### src/rtl/uart_rx_fifo.sv
// UART receiver with a 2-flop line synchronizer, start-glitch rejection, optional parity and
// one/two stop bits, feeding a first-word-fall-through FIFO with per-entry error flags.
module uart_rx_fifo #(
    parameter int DATA_W = 8,
    parameter int DIV_W  = 16,
    parameter int DEPTH  = 4
) (
    input  logic                     clk,
    input  logic                     rst,
    input  logic                     rxd,
    input  logic [DIV_W-1:0]         div,
    input  logic                     parity_en,
    input  logic                     parity_odd,
    input  logic                     two_stop,
    input  logic                     rd,
    input  logic                     clr_ovr,
    output logic                     rdy,
    output logic [DATA_W-1:0]        data,
    output logic                     frame_err,
    output logic                     par_err,
    output logic                     overrun,
    output logic [$clog2(DEPTH):0]   count
);

    localparam int AW = $clog2(DEPTH);
    localparam int BW = $clog2(DATA_W);

    localparam logic [2:0] S_IDLE   = 3'd0;
    localparam logic [2:0] S_START  = 3'd1;
    localparam logic [2:0] S_DATA   = 3'd2;
    localparam logic [2:0] S_PARITY = 3'd3;
    localparam logic [2:0] S_STOP1  = 3'd4;
    localparam logic [2:0] S_STOP2  = 3'd5;

    localparam logic [AW:0]       FULL_CNT = (AW + 1)'(DEPTH);
    localparam logic [BW-1:0]     LAST_BIT = BW'(DATA_W - 1);
    localparam logic [DIV_W-1:0]  ONE_D    = DIV_W'(1);

    logic              r_sync1, r_sync2, r_lineD;
    logic [2:0]        r_state;
    logic [DIV_W-1:0]  r_tick, r_div;
    logic [BW-1:0]     r_bitCnt;
    logic [DATA_W-1:0] r_shift;
    logic              r_parEn, r_parOdd, r_twoStop, r_parErr, r_frameErr;

    logic [DATA_W-1:0] r_memData [DEPTH];
    logic              r_memFe   [DEPTH];
    logic              r_memPe   [DEPTH];
    logic [AW-1:0]     r_wptr, r_rptr;
    logic [AW:0]       r_count;
    logic              r_overrun;

    logic w_line, w_mid, w_bitEnd;
    logic w_push, w_pushFe, w_pop, w_full, w_accept, w_drop;

    always_ff @(posedge clk) begin
        if (rst) begin
            r_sync1 <= 1'b1;
            r_sync2 <= 1'b1;
            r_lineD <= 1'b1;
        end else begin
            r_sync1 <= rxd;
            r_sync2 <= r_sync1;
            r_lineD <= r_sync2;
        end
    end

    assign w_line   = r_sync2;
    assign w_mid    = (r_tick == (r_div >> 1));
    assign w_bitEnd = (r_tick == r_div - ONE_D);

    // Frame settings are captured at the start edge so the whole frame uses one configuration.
    always_ff @(posedge clk) begin
        if (rst) begin
            r_state    <= S_IDLE;
            r_tick     <= '0;
            r_div      <= '0;
            r_bitCnt   <= '0;
            r_shift    <= '0;
            r_parEn    <= 1'b0;
            r_parOdd   <= 1'b0;
            r_twoStop  <= 1'b0;
            r_parErr   <= 1'b0;
            r_frameErr <= 1'b0;
        end else begin
            if (r_state != S_IDLE) begin
                r_tick <= w_bitEnd ? '0 : r_tick + ONE_D;
            end
            case (r_state)
                S_IDLE: begin
                    if (r_lineD && !w_line) begin
                        r_state    <= S_START;
                        r_tick     <= '0;
                        r_bitCnt   <= '0;
                        r_div      <= div;
                        r_parEn    <= parity_en;
                        r_parOdd   <= parity_odd;
                        r_twoStop  <= two_stop;
                        r_parErr   <= 1'b0;
                        r_frameErr <= 1'b0;
                    end
                end
                S_START: begin
                    if (w_mid && w_line) begin
                        r_state <= S_IDLE;
                    end else if (w_bitEnd) begin
                        r_state <= S_DATA;
                    end
                end
                S_DATA: begin
                    if (w_mid) begin
                        r_shift <= {w_line, r_shift[DATA_W-1:1]};
                    end
                    if (w_bitEnd) begin
                        if (r_bitCnt == LAST_BIT) begin
                            r_bitCnt <= '0;
                            r_state  <= r_parEn ? S_PARITY : S_STOP1;
                        end else begin
                            r_bitCnt <= r_bitCnt + 1'b1;
                        end
                    end
                end
                S_PARITY: begin
                    if (w_mid) begin
                        r_parErr <= (^r_shift) ^ w_line ^ r_parOdd;
                    end
                    if (w_bitEnd) begin
                        r_state <= S_STOP1;
                    end
                end
                S_STOP1: begin
                    if (w_mid) begin
                        r_frameErr <= ~w_line;
                        if (!r_twoStop) begin
                            r_state <= S_IDLE;
                        end
                    end else if (w_bitEnd) begin
                        r_state <= S_STOP2;
                    end
                end
                S_STOP2: begin
                    if (w_mid) begin
                        r_state <= S_IDLE;
                    end
                end
                default: r_state <= S_IDLE;
            endcase
        end
    end

    // The frame is pushed on the last stop-bit mid-sample, not at its bit end.
    always_comb begin
        w_push   = 1'b0;
        w_pushFe = 1'b0;
        if (r_state == S_STOP1 && w_mid && !r_twoStop) begin
            w_push   = 1'b1;
            w_pushFe = ~w_line;
        end else if (r_state == S_STOP2 && w_mid) begin
            w_push   = 1'b1;
            w_pushFe = r_frameErr | ~w_line;
        end
    end

    assign w_pop    = rd && (r_count != '0);
    assign w_full   = (r_count == FULL_CNT);
    assign w_accept = w_push && (!w_full || w_pop);
    assign w_drop   = w_push && !w_accept;

    always_ff @(posedge clk) begin
        if (rst) begin
            r_wptr    <= '0;
            r_rptr    <= '0;
            r_count   <= '0;
            r_overrun <= 1'b0;
            for (int i = 0; i < DEPTH; i++) begin
                r_memData[i] <= '0;
                r_memFe[i]   <= 1'b0;
                r_memPe[i]   <= 1'b0;
            end
        end else begin
            if (w_accept) begin
                r_memData[r_wptr] <= r_shift;
                r_memFe[r_wptr]   <= w_pushFe;
                r_memPe[r_wptr]   <= r_parErr;
                r_wptr            <= r_wptr + 1'b1;
            end
            if (w_pop) begin
                r_rptr <= r_rptr + 1'b1;
            end
            if (w_accept && !w_pop) begin
                r_count <= r_count + 1'b1;
            end else if (!w_accept && w_pop) begin
                r_count <= r_count - 1'b1;
            end
            // A drop wins over a same-cycle clear so the loss is never hidden.
            if (w_drop) begin
                r_overrun <= 1'b1;
            end else if (clr_ovr) begin
                r_overrun <= 1'b0;
            end
        end
    end

    assign rdy       = (r_count != '0);
    assign data      = r_memData[r_rptr];
    assign frame_err = r_memFe[r_rptr];
    assign par_err   = r_memPe[r_rptr];
    assign overrun   = r_overrun;
    assign count     = r_count;

endmodule
### config.mk
export PLATFORM = sky130hd
export DESIGN_NAME = uart_rx_fifo
export DESIGN_NICKNAME = d
export VERILOG_FILES = /design/src/rtl/uart_rx_fifo.sv
export SDC_FILE = /design/constraint.sdc
export NUM_CORES = 1
export LEC_CHECK = 0
export ABC_AREA = 1
export ABC_CLOCK_PERIOD_IN_PS = 2400
export CAP_MARGIN = 20
export CORE_MARGIN = 2
export CORE_UTILIZATION = 40
export DETAILED_ROUTE_END_ITERATION = 8
export PLACE_DENSITY = 0.61
export SLEW_MARGIN = 20
export SYNTH_ARGS = -nofsm -noshare
export SYNTH_HDL_FRONTEND = slang
export SYNTH_SLANG_ARGS = --single-unit
### constraint.sdc
create_clock -name clk -period 2.4 [get_ports clk]
set_clock_uncertainty 0.15 [all_clocks]
set_input_delay 0.6 -clock clk [delete_from_list [all_inputs] [get_ports clk]]
set_output_delay 0.6 -clock clk [all_outputs]
set_load 0.005 [all_outputs]
==> reports/results.tsv <==
metric	value	unit
status	finished, violations left	
violations	setup timing	
synthSimpleGateAreaFrac	31.2	%
route.vias.total	5528	
wl_per_cell	14.2	um
ant_nets	0	
netlist.area_leader.share	22.5	%
cp.required	2490	ps
ys_seq_area_share	43.6	%
finalCriticalPeriod	2670	ps
grt_pass1_vias	5007	
intPower	0.00429	W
diodes	0	
p_leak	3.48	nW
worstMarginPinSlew	431	ps
yosysWarnings	0	
synth_area_leaders	dfxtp_1, edfxtp_1, nand2_1, nor2_1, inv_1	
synth_xor_area_share	5.08	%
first_iter_violations	304	
setup_viol_count_final	56	
cts_sinks	104	
syn_area_per_cell	7.40	um2
finalInstanceArea	7990	um2
cts_max_level	3	
grt_pass1_wl	23800	um
drc	0	
synth_ff_type	dfxtp_1	
crit_fanout	4	
io_buffers	38	
hold_path_class	flop to flop	
place_congestion	0.903	
preCtsSetupSlack	-328	ps
async_flop_share	0	%
syn_nets	799	
clkLatencyLatePin	350	ps
hold_slack	277	ps
area_growth	40.4	%
grt_max_degree	36	
dp.cells	1064	
fin_ws	-272	ps
drv_cap	0	
pwr-share-comb	47.1	%
cts_buffers	9	
hpwlAfterDp	10800	um
seqPwrFrac	31.6	%
p_per_area	873	nW/um2
coreArea	13900	um2
first_pass_iters	7	
io_pins	39	
antenna_found_initial	0	
yosysTopAreaCell	dfxtp_1	
grtUsageTotal	20.1	%
nets	949	
synthAdderAreaFrac	1.45	%
num-fill-cells	1220	
synth_area	5690	um2
critPathKind	flop to flop	
fmax	0.374	GHz
switching_share	38.6	%
rsz0062_at_grt	true	
yosysMostFrequentCell	nand2_1	
grt_overflow	0	
fin_crit_sh	111	%
crit_path_start_kind	flop	
tns	-7980	ps
syn_inst	769	
maxSlewHeadroom	71.1	%
die-height	123	um
root_buffer	clkbuf_16	
crit_path_end_kind	flop	
vias_per_cell	5.01	
synthMuxAreaShare	0	%
cts_buffer_depth	2	
synth_top_family_by_area	simple AND/OR/NAND/NOR gates	
stdcell_count	1104	
cp.arrival	2760	ps
peakVddDrop	0.494	mV
synth-edff-count	40	
path_clk_slew	70	ps
start_util	41.0	%
totalWireLength	15700	um
drive_above_1_share	26.8	%
tritoncts	yes	
synthTopCellsByCount	nand2_1, nor2_1, inv_1, dfxtp_1, o21ai_0	
ys_seq_elements	104	
die_x	123	um
clockPowerShare	21.3	%
die_area	15200	um2
ys_types	34	
dpl-instance-area	7090	um2
maxSlewViolCount	0	
synth_compound_area_share	10.8	%
finalHoldViolCount	0	
rows	43	
power.switching	0.00269	W
-- stage by stage --
step                      util, %  power (W)
final                        57.6    0.00698
after global routing         57.6    0.00744
after CTS                    54.6    0.00660
after detailed placement     51.1    0.00508
after global placement       51.1    0.00500
after floorplan                 -    0.00394
-- metal layers --
layer	routed length, um	up-vias	share of wire [%]	track usage, %
met3	839	20	5.3	3.78
met4	220	0	1.4	6.82
met5	0	-	0	0
li1	-	2810	-	-
met1	7290	2546	46	27.3
met2	7350	152	47	32.1
-- flip-flops by register name, summed over array words and instances, names as in the netlist, named ones only --
signal	cells
r_memData	32
r_div	16
r_tick	16
r_shift	8
r_memFe	4
r_memPe	4
count	3
r_bitCnt	3
r_state	3
r_rptr	2
r_wptr	2
overrun	1
r_frameErr	1
r_lineD	1
r_parEn	1
r_parErr	1
r_parOdd	1
r_sync1	1
r_sync2	1
r_twoStop	1
-- logic make-up after synthesis --
| group | after synthesis |
|---|---|
| fa+ha+maj | 6 |
| buf+inv | 113 |
| compound gates | 119 |
| simple gates | 394 |
| flops | 104 |
| xor+xnor | 33 |
-- cell usage in the layout, fill, tap and decap left out, types with 10 or more instances in the layout --
master and n:
clkdlybuf4s50_1 28, o21ai_0 58, buf_4 104, nor3_4 11, xor2_1 20, dfxtp_1 51, dlygate4sd2_1 10, nor2_1 123
nand2_1 132, clkbuf_16 11, xnor2_1 13, nand2_2 13, inv_1 75, nor2_2 15, nand4_1 14, nand3_1 36
o22ai_1 10, dfxtp_2 11, inv_2 11, buf_12 11, edfxtp_1 40, a21oi_1 41, nor3_2 15
-- cell type report --
| class | instances | area, um2 | share of cell area, % |
|---|---|---|---|
| flip-flops and latches | 104 | 2500 | 31.3 |
| repair buffers | 162 | 1520 | 19.0 |
| multi-input cells | 552 | 3090 | 38.7 |
| inverters | 90 | 354 | 4.43 |
| clock buffers | 10 | 229 | 2.86 |
| well taps | 180 | 225 | 2.82 |
| clock inverters | 6 | 67.6 | 0.845 |
-- power groups by stage --
stage,clock network [W],logic (W),registers (W)
6_report,0.00149,0.00329,0.00221
5_1_grt,0.00159,0.00362,0.00223
4_1_cts,0.00152,0.00288,0.00220
3_5_place_dp,0,0.00284,0.00223
3_3_place_gp,0,0.00278,0.00222
2_1_floorplan,0,0.00174,0.00221
-- worst paths after layout --
path	from	endpoint	cells after the start	slack, ps
worst max-delay path	r_tick[10]	count[2]	18	-270
worst min-delay path	r_sync1	r_sync2	1	280
worst min register to register	r_sync1	r_sync2	1	280
worst max register to register	r_tick[10]	count[2]	18	-270
-- critical path, stage by stage (launching register included) --
cell and delay, ps:
dfxtp_2 360, inv_2 40, nand2_1 50, nand2_1 60, nor3_2 180, nand2_1 110, nor2_2 160, nand4_1 180
nand2_4 140, nand2_4 60, buf_12 130, clkinv_8 40, ha_4 110, inv_2 40, fa_2 370, a21oi_2 130
o21ai_1 90, o21ai_1 140, a21oi_1 50
-- timing repair --
action	CTS	global route
setup endpoints to repair	59	105
pin swaps	10	25
cloned	1	4
resized for setup	40	67
hold buffers	0	0
setup buffers	11	12
(Power assumes the default switching activity.)
